===== src/rtl/otg_hpi_arbiter_if.sv =====
// rtl/otg_hpi_arbiter_if.sv - requester ports and HPI chip pins of otg_hpi_arbiter
// slave = arbiter side, master = requesters plus chip model.
interface otg_hpi_arbiter_if;
   logic        m0_req, m0_we, m0_ack;
   logic [1:0]  m0_addr;
   logic [15:0] m0_wdata, m0_rdata;
   logic        m1_req, m1_we, m1_ack;
   logic [1:0]  m1_addr;
   logic [15:0] m1_wdata, m1_rdata;
   logic [1:0]  hpi_addr;
   logic        hpi_cs_n, hpi_r_n, hpi_w_n, hpi_doe;
   logic [15:0] hpi_dout, hpi_din;
   logic        busy, grant;

   modport slave (
      input  m0_req, m0_we, m0_addr, m0_wdata,
      input  m1_req, m1_we, m1_addr, m1_wdata, hpi_din,
      output m0_ack, m0_rdata, m1_ack, m1_rdata,
      output hpi_addr, hpi_cs_n, hpi_r_n, hpi_w_n, hpi_dout, hpi_doe, busy, grant
   );

   modport master (
      output m0_req, m0_we, m0_addr, m0_wdata,
      output m1_req, m1_we, m1_addr, m1_wdata, hpi_din,
      input  m0_ack, m0_rdata, m1_ack, m1_rdata,
      input  hpi_addr, hpi_cs_n, hpi_r_n, hpi_w_n, hpi_dout, hpi_doe, busy, grant
   );
endinterface


===== src/rtl/otg_hpi_arbiter.sv =====
// rtl/otg_hpi_arbiter.sv - two-port arbiter and strobe sequencer for the CY7C67200 HPI bus
// Define HPI_ARB_FIXED_PRIO_EN to give m1 fixed priority instead of round-robin.
module otg_hpi_arbiter #(
   parameter int SETUP_CYC  = 1,
   parameter int STROBE_CYC = 4,
   parameter int HOLD_CYC   = 1,
   parameter int REC_CYC    = 2
) (
   input  logic             clk_clk,
   input  logic             reset_reset,
   otg_hpi_arbiter_if.slave bus
);
   localparam logic [3:0] SETUP_LD  = 4'(SETUP_CYC - 1);
   localparam logic [3:0] STROBE_LD = 4'(STROBE_CYC - 1);
   localparam logic [3:0] HOLD_LD   = 4'(HOLD_CYC - 1);
   localparam logic [3:0] REC_LD    = 4'(REC_CYC - 1);

   typedef enum logic [2:0] {S_IDLE, S_SETUP, S_STROBE, S_HOLD, S_RECOVER} state_t;

   state_t     state, state_n;
   logic [3:0] cnt, cnt_n;
   logic       win;
   logic       we_q;

`ifdef HPI_ARB_FIXED_PRIO_EN
   always_comb win = bus.m1_req;
`else
   logic last_served;

   // A tie goes to whichever port was not served last.
   always_comb win = (bus.m0_req && bus.m1_req) ? !last_served : bus.m1_req;

   always_ff @(posedge clk_clk) begin
      if (reset_reset)
         last_served <= 1'b1;
      else if (state == S_IDLE && state_n == S_SETUP)
         last_served <= win;
   end
`endif

   always_ff @(posedge clk_clk) begin
      if (reset_reset) begin
         state <= S_IDLE;
         cnt   <= 4'd0;
      end else begin
         state <= state_n;
         cnt   <= cnt_n;
      end
   end

   always_comb begin
      state_n = state;
      cnt_n   = (cnt == 4'd0) ? 4'd0 : cnt - 4'd1;
      case (state)
         S_IDLE:
            if (bus.m0_req || bus.m1_req) begin
               state_n = S_SETUP;
               cnt_n   = SETUP_LD;
            end
         S_SETUP:
            if (cnt == 4'd0) begin
               state_n = S_STROBE;
               cnt_n   = STROBE_LD;
            end
         S_STROBE:
            if (cnt == 4'd0) begin
               state_n = S_HOLD;
               cnt_n   = HOLD_LD;
            end
         S_HOLD:
            if (cnt == 4'd0) begin
               state_n = S_RECOVER;
               cnt_n   = REC_LD;
            end
         S_RECOVER:
            if (cnt == 4'd0)
               state_n = S_IDLE;
         default: begin
            state_n = S_IDLE;
            cnt_n   = 4'd0;
         end
      endcase
   end

   // Outputs are registered off the next state so pins move exactly on state boundaries.
   always_ff @(posedge clk_clk) begin
      if (reset_reset) begin
         bus.hpi_cs_n <= 1'b1;
         bus.hpi_r_n  <= 1'b1;
         bus.hpi_w_n  <= 1'b1;
         bus.hpi_doe  <= 1'b0;
         bus.hpi_addr <= 2'd0;
         bus.hpi_dout <= 16'd0;
         bus.m0_ack   <= 1'b0;
         bus.m1_ack   <= 1'b0;
         bus.m0_rdata <= 16'd0;
         bus.m1_rdata <= 16'd0;
         bus.busy     <= 1'b0;
         bus.grant    <= 1'b0;
         we_q         <= 1'b0;
      end else begin
         bus.busy   <= (state_n != S_IDLE);
         bus.m0_ack <= (state_n == S_HOLD) && (cnt_n == 4'd0) && !bus.grant;
         bus.m1_ack <= (state_n == S_HOLD) && (cnt_n == 4'd0) && bus.grant;
         case (state)
            S_IDLE:
               if (state_n == S_SETUP) begin
                  bus.grant    <= win;
                  we_q         <= win ? bus.m1_we : bus.m0_we;
                  bus.hpi_addr <= win ? bus.m1_addr : bus.m0_addr;
                  bus.hpi_dout <= win ? bus.m1_wdata : bus.m0_wdata;
                  bus.hpi_doe  <= win ? bus.m1_we : bus.m0_we;
                  bus.hpi_cs_n <= 1'b0;
               end
            S_SETUP:
               if (cnt == 4'd0) begin
                  bus.hpi_r_n <= we_q;
                  bus.hpi_w_n <= !we_q;
               end
            S_STROBE:
               if (cnt == 4'd0) begin
                  bus.hpi_r_n <= 1'b1;
                  bus.hpi_w_n <= 1'b1;
                  if (!we_q) begin
                     if (bus.grant)
                        bus.m1_rdata <= bus.hpi_din;
                     else
                        bus.m0_rdata <= bus.hpi_din;
                  end
               end
            S_HOLD:
               if (cnt == 4'd0) begin
                  bus.hpi_cs_n <= 1'b1;
                  bus.hpi_doe  <= 1'b0;
               end
            default: ;
         endcase
      end
   end
endmodule


===== src/flat_wrapper.sv =====
// flat-port wrapper written by rule: the top's interface ports become plain ports
module otg_hpi_arbiter_flat 
#(
   parameter int SETUP_CYC  = 1,
   parameter int STROBE_CYC = 4,
   parameter int HOLD_CYC   = 1,
   parameter int REC_CYC    = 2
)
  (clk_clk, reset_reset, bus_m0_req, bus_m0_we, bus_m0_addr, bus_m0_wdata, bus_m1_req, bus_m1_we, bus_m1_addr, bus_m1_wdata, bus_hpi_din, bus_m0_ack, bus_m0_rdata, bus_m1_ack, bus_m1_rdata, bus_hpi_addr, bus_hpi_cs_n, bus_hpi_r_n, bus_hpi_w_n, bus_hpi_dout, bus_hpi_doe, bus_busy, bus_grant);
  otg_hpi_arbiter_if bus_i ();
  input  logic clk_clk;
  input  logic reset_reset;
  input wire logic [$bits(bus_i.m0_req)-1:0] bus_m0_req;
  input wire logic [$bits(bus_i.m0_we)-1:0] bus_m0_we;
  input wire logic [$bits(bus_i.m0_addr)-1:0] bus_m0_addr;
  input wire logic [$bits(bus_i.m0_wdata)-1:0] bus_m0_wdata;
  input wire logic [$bits(bus_i.m1_req)-1:0] bus_m1_req;
  input wire logic [$bits(bus_i.m1_we)-1:0] bus_m1_we;
  input wire logic [$bits(bus_i.m1_addr)-1:0] bus_m1_addr;
  input wire logic [$bits(bus_i.m1_wdata)-1:0] bus_m1_wdata;
  input wire logic [$bits(bus_i.hpi_din)-1:0] bus_hpi_din;
  output wire logic [$bits(bus_i.m0_ack)-1:0] bus_m0_ack;
  output wire logic [$bits(bus_i.m0_rdata)-1:0] bus_m0_rdata;
  output wire logic [$bits(bus_i.m1_ack)-1:0] bus_m1_ack;
  output wire logic [$bits(bus_i.m1_rdata)-1:0] bus_m1_rdata;
  output wire logic [$bits(bus_i.hpi_addr)-1:0] bus_hpi_addr;
  output wire logic [$bits(bus_i.hpi_cs_n)-1:0] bus_hpi_cs_n;
  output wire logic [$bits(bus_i.hpi_r_n)-1:0] bus_hpi_r_n;
  output wire logic [$bits(bus_i.hpi_w_n)-1:0] bus_hpi_w_n;
  output wire logic [$bits(bus_i.hpi_dout)-1:0] bus_hpi_dout;
  output wire logic [$bits(bus_i.hpi_doe)-1:0] bus_hpi_doe;
  output wire logic [$bits(bus_i.busy)-1:0] bus_busy;
  output wire logic [$bits(bus_i.grant)-1:0] bus_grant;
  assign bus_i.m0_req = bus_m0_req;
  assign bus_i.m0_we = bus_m0_we;
  assign bus_i.m0_addr = bus_m0_addr;
  assign bus_i.m0_wdata = bus_m0_wdata;
  assign bus_i.m1_req = bus_m1_req;
  assign bus_i.m1_we = bus_m1_we;
  assign bus_i.m1_addr = bus_m1_addr;
  assign bus_i.m1_wdata = bus_m1_wdata;
  assign bus_i.hpi_din = bus_hpi_din;
  assign bus_m0_ack = bus_i.m0_ack;
  assign bus_m0_rdata = bus_i.m0_rdata;
  assign bus_m1_ack = bus_i.m1_ack;
  assign bus_m1_rdata = bus_i.m1_rdata;
  assign bus_hpi_addr = bus_i.hpi_addr;
  assign bus_hpi_cs_n = bus_i.hpi_cs_n;
  assign bus_hpi_r_n = bus_i.hpi_r_n;
  assign bus_hpi_w_n = bus_i.hpi_w_n;
  assign bus_hpi_dout = bus_i.hpi_dout;
  assign bus_hpi_doe = bus_i.hpi_doe;
  assign bus_busy = bus_i.busy;
  assign bus_grant = bus_i.grant;
  otg_hpi_arbiter #(.SETUP_CYC(SETUP_CYC), .STROBE_CYC(STROBE_CYC), .HOLD_CYC(HOLD_CYC), .REC_CYC(REC_CYC)) u_core (.clk_clk(clk_clk), .reset_reset(reset_reset), .bus(bus_i));
endmodule

===== config.mk =====
export PLATFORM = sky130hd
export DESIGN_NAME = otg_hpi_arbiter_flat
export DESIGN_NICKNAME = d
export VERILOG_FILES = /design/src/rtl/otg_hpi_arbiter_if.sv /design/src/rtl/otg_hpi_arbiter.sv /design/src/flat_wrapper.sv
export SDC_FILE = /design/constraint.sdc
export NUM_CORES = 1
export LEC_CHECK = 0
export CORE_UTILIZATION = 30
export DETAILED_ROUTE_END_ITERATION = 10
export GPL_ROUTABILITY_DRIVEN = 0
export PLACE_DENSITY = 0.58
export SYNTH_ARGS = -nofsm -noshare
export SYNTH_HDL_FRONTEND = slang
export SYNTH_SLANG_ARGS = --single-unit

===== constraint.sdc =====
create_clock -name clk_clk -period 2.5 [get_ports clk_clk]
set_clock_uncertainty 0.2 [all_clocks]
set_input_delay 0.75 -clock clk_clk [delete_from_list [all_inputs] [get_ports clk_clk]]
set_output_delay 0.75 -clock clk_clk [all_outputs]
set_load 0.03 [all_outputs]

==> impl_metrics.json <==
{
  "final_max_slew_viol_count": 0,
  "hold-path-endpoint": "u_core.bus.hpi_cs_n$_SDFFE_PP1P_",
  "setup_viol": 0,
  "tns_ns": 0,
  "drt_iter0_markers": 61,
  "cpPeakStageDelay_ns": 0.70,
  "htreeDepth": 3,
  "synthFlopType": "dfxtp_1",
  "dr.pass1.iters": 5,
  "yosysWarnings": 0,
  "grt_pass1_wl_mm": 10.3,
  "synth.avg_cell_area_um2": 9.74,
  "fin_crit_ns": 2.35,
  "area_growth_pct": 55.7,
  "fin_nets": 450,
  "cp_cell_sequence": "clkdlybuf4s50_1",
  "worst-path-buf-inv": 1,
  "dpl.hpwl_mm": 4.73,
  "syn_area_um2": 2680,
  "rows": 34,
  "cp-end-kind": "output port",
  "drc": 0,
  "status": "complete, no violations",
  "power_density_nw_per_um2": 865,
  "synth-edff-count": 0,
  "hold_path_depth": 2,
  "netlist.area_leader.share_pct": 50.1,
  "maxSlewHeadroom_pct": 62.4,
  "ant_nets": 0,
  "start_util_pct": 30.9,
  "yosysTopAreaCell": "dfxtp_1",
  "grt_pass1_vias": 2149,
  "route.vias.total": 2338,
  "pre_cts_ws_ns": 0.0350,
  "die_h_um": 96.5,
  "drt-total-wl_mm": 6.66,
  "grt_use_total_pct": 14.8,
  "antenna_found_initial": 0,
  "fin_util_pct": 48.0,
  "critPathArrivalTime_ns": 1.40,
  "cap_violations": 0,
  "hold_viol_final": 0,
  "die_area_um2": 9310,
  "synthArstFlopShare_pct": 0,
  "grt_max_degree": 33,
  "cts-buffers-inserted": 9,
  "io_pins": 116,
  "clk_latency_ns": 0.34,
  "final.period_utilization_pct": 93.9,
  "fillCellCount": 862,
  "fin_total_pwr_w": 0.00361,
  "synthTopCellsByArea": "dfxtp_1, mux2i_1, nor2_1",
  "ys_seq_area_share_pct": 50.1,
  "ys_ff_latch": 67,
  "rsz0062_at_grt": "false",
  "fmax_ghz": 0.426,
  "portBuffers": 115,
  "p_leak_nw": 1.63,
  "design_area_um2": 4170,
  "dpl-instance-area_um2": 3990,
  "clkTransAtPathRegs_ns": 0.07,
  "cts-root-buf": "clkbuf_8",
  "fin_ws_ns": 0.153,
  "hold_buffers": 0,
  "reg2reg_depth": 5,
  "cts_buffer_depth": 2,
  "synth.net_count": 333,
  "r2r_start": "u_core.cnt[1]$_SDFF_PP0_",
  "antenna_cells": 0,
  "cts_sinks": 67,
  "cp-start-kind": "register",
  "rrSetupSlack_ns": 0.32,
  "critPathRequiredTime_ns": 1.55,
  "critPathSlowestCell": "clkdlybuf4s50_1",
  "cts_tree": "done",
  "layout-drive-gt1-share_pct": 7.83,
  "wire_per_inst_um": 13.2,
  "cts-resized-gates": 0,
  "hp-class": "reg2reg",
  "synthCells": 275,
  "core_um2": 8680,
  "path_class": "reg2out",
  "min_from": "u_core.bus.hpi_cs_n$_SDFFE_PP1P_",
  "crit_family": "buffers and inverters",
  "die_w_um": 96.5,
  "peakVddDrop_mv": 0.372,
  "worstMarginPinSlew_ns": 0.556,
  "viasPerCell": 4.64,
  "synth.distinct_cells": 31,
  "timing.rr.end": "u_core.bus.m0_rdata[10]$_SDFFE_PP0P_",
  "postCtsSetupRepairBufs": 0,
  "overflow": 0,
  "crit_fanout": 2
}
## logic make-up (layout without fill, tap and decap cells)
family / Yosys count / after routing / share of synthesized area (%)
xor gates and xnor gates: 2 / 2 / 0.654
AOI/OAI and AO/OA: 39 / 39 / 9.86
muxes: 51 / 51 / 19.1
DFF: 67 / 67 / 50.1
and+or+nand+nor: 94 / 94 / 15.9
buffers and inverters: 22 / 143 / 4.35
## worst max path at each step
| stage | startpoint | depth (start not counted) | slack (ns) | to |
|---|---|---|---|---|
| after floorplan | bus_m1_req | 5 | 0.40 | u_core.bus.hpi_addr[0]$_SDFFE_PP0P_ |
| after global placement | bus_m1_req | 5 | 0.08 | u_core.bus.hpi_dout[13]$_SDFFE_PP0P_ |
| after detailed placement | bus_m0_req | 7 | 0.03 | u_core.bus.hpi_dout[3]$_SDFFE_PP0P_ |
| after CTS | u_core.bus.grant$_SDFFE_PP0P_ | 1 | 0.14 | bus_grant |
| after global routing | u_core.bus.m1_rdata[7]$_SDFFE_PP0P_ | 1 | 0.12 | bus_m1_rdata[7] |
| final | u_core.bus.grant$_SDFFE_PP0P_ | 1 | 0.15 | bus_grant |
## cells in the mapped netlist (4+ instances only)
library cell / count
nand3_1: 4
nor4_1: 4
nor2_1: 55
dfxtp_1: 67
clkbuf_1: 13
nor3_1: 8
mux2i_1: 50
a211oi_1: 19
nand2_1: 11
a21oi_1: 10
nor3b_1: 4
## final cells by class
cell class	instances	area [um2]	area share [%]
multi-input combinational	186	1240	29.7
tap	108	135	3.24
timing repair buffer	126	1270	30.4
clock inverter	5	55.1	1.32
sequential	67	1340	32.2
inverter	2	7.51	0.180
clock buffer	10	128	3.06
## sequential cells by signal (all words and copies together), names as in the netlist, 2 cells and up
name                 count
u_core.bus.hpi_addr      2
u_core.bus.hpi_dout     16
u_core.bus.m0_rdata     16
u_core.bus.m1_rdata     16
u_core.cnt               4
u_core.state             3
## metal layers
layer / global-route usage (%) / part of all wire, % / wire length, um / vias up
met2: 22.8 / 45 / 3020 / 88
li1: - / - / - / 1202
met5: 0 / 0 / 0 / -
met4: 6.62 / 1.7 / 116 / 0
met3: 5.09 / 8.0 / 531 / 10
met1: 18.6 / 45 / 2990 / 1038
## report_power, final
part | switching [W] | total, W | internal [W] | leakage, nW
combinational | 0.000753 | 0.00139 | 0.000641 | 0.992
clock | 0.000404 | 0.000856 | 0.000452 | 0.0881
sequential | 0.000117 | 0.00136 | 0.00124 | 0.547
## per-stage QoR
stage,std cells,hold WS (ns)
2_1_floorplan,275,0.233
3_3_place_gp,489,0.251
3_5_place_dp,489,0.256
4_1_cts,504,0.275
5_1_grt,504,0.312
6_report,504,0.269
## cell usage in the layout, fill, tap and decap left out, types with 2 or more instances in the layout
cell type        instances
clkbuf_8                 9
nor2_1                  55
a211oi_1                19
nor3b_1                  4
buf_4                    8
nor3_1                   8
nand2_1                 11
clkinvlp_4               2
or4_1                    2
buf_12                   3
nor4_1                   3
inv_1                    2
clkdlybuf4s50_1        114
nand3_1                  4
dfxtp_1                 67
nor2b_1                  2
o21ai_0                  2
xor2_1                   2
o211ai_1                 2
mux2i_1                 50
clkinv_2                 2
a21oi_1                 10
Power figures use the tool's default switching activity.
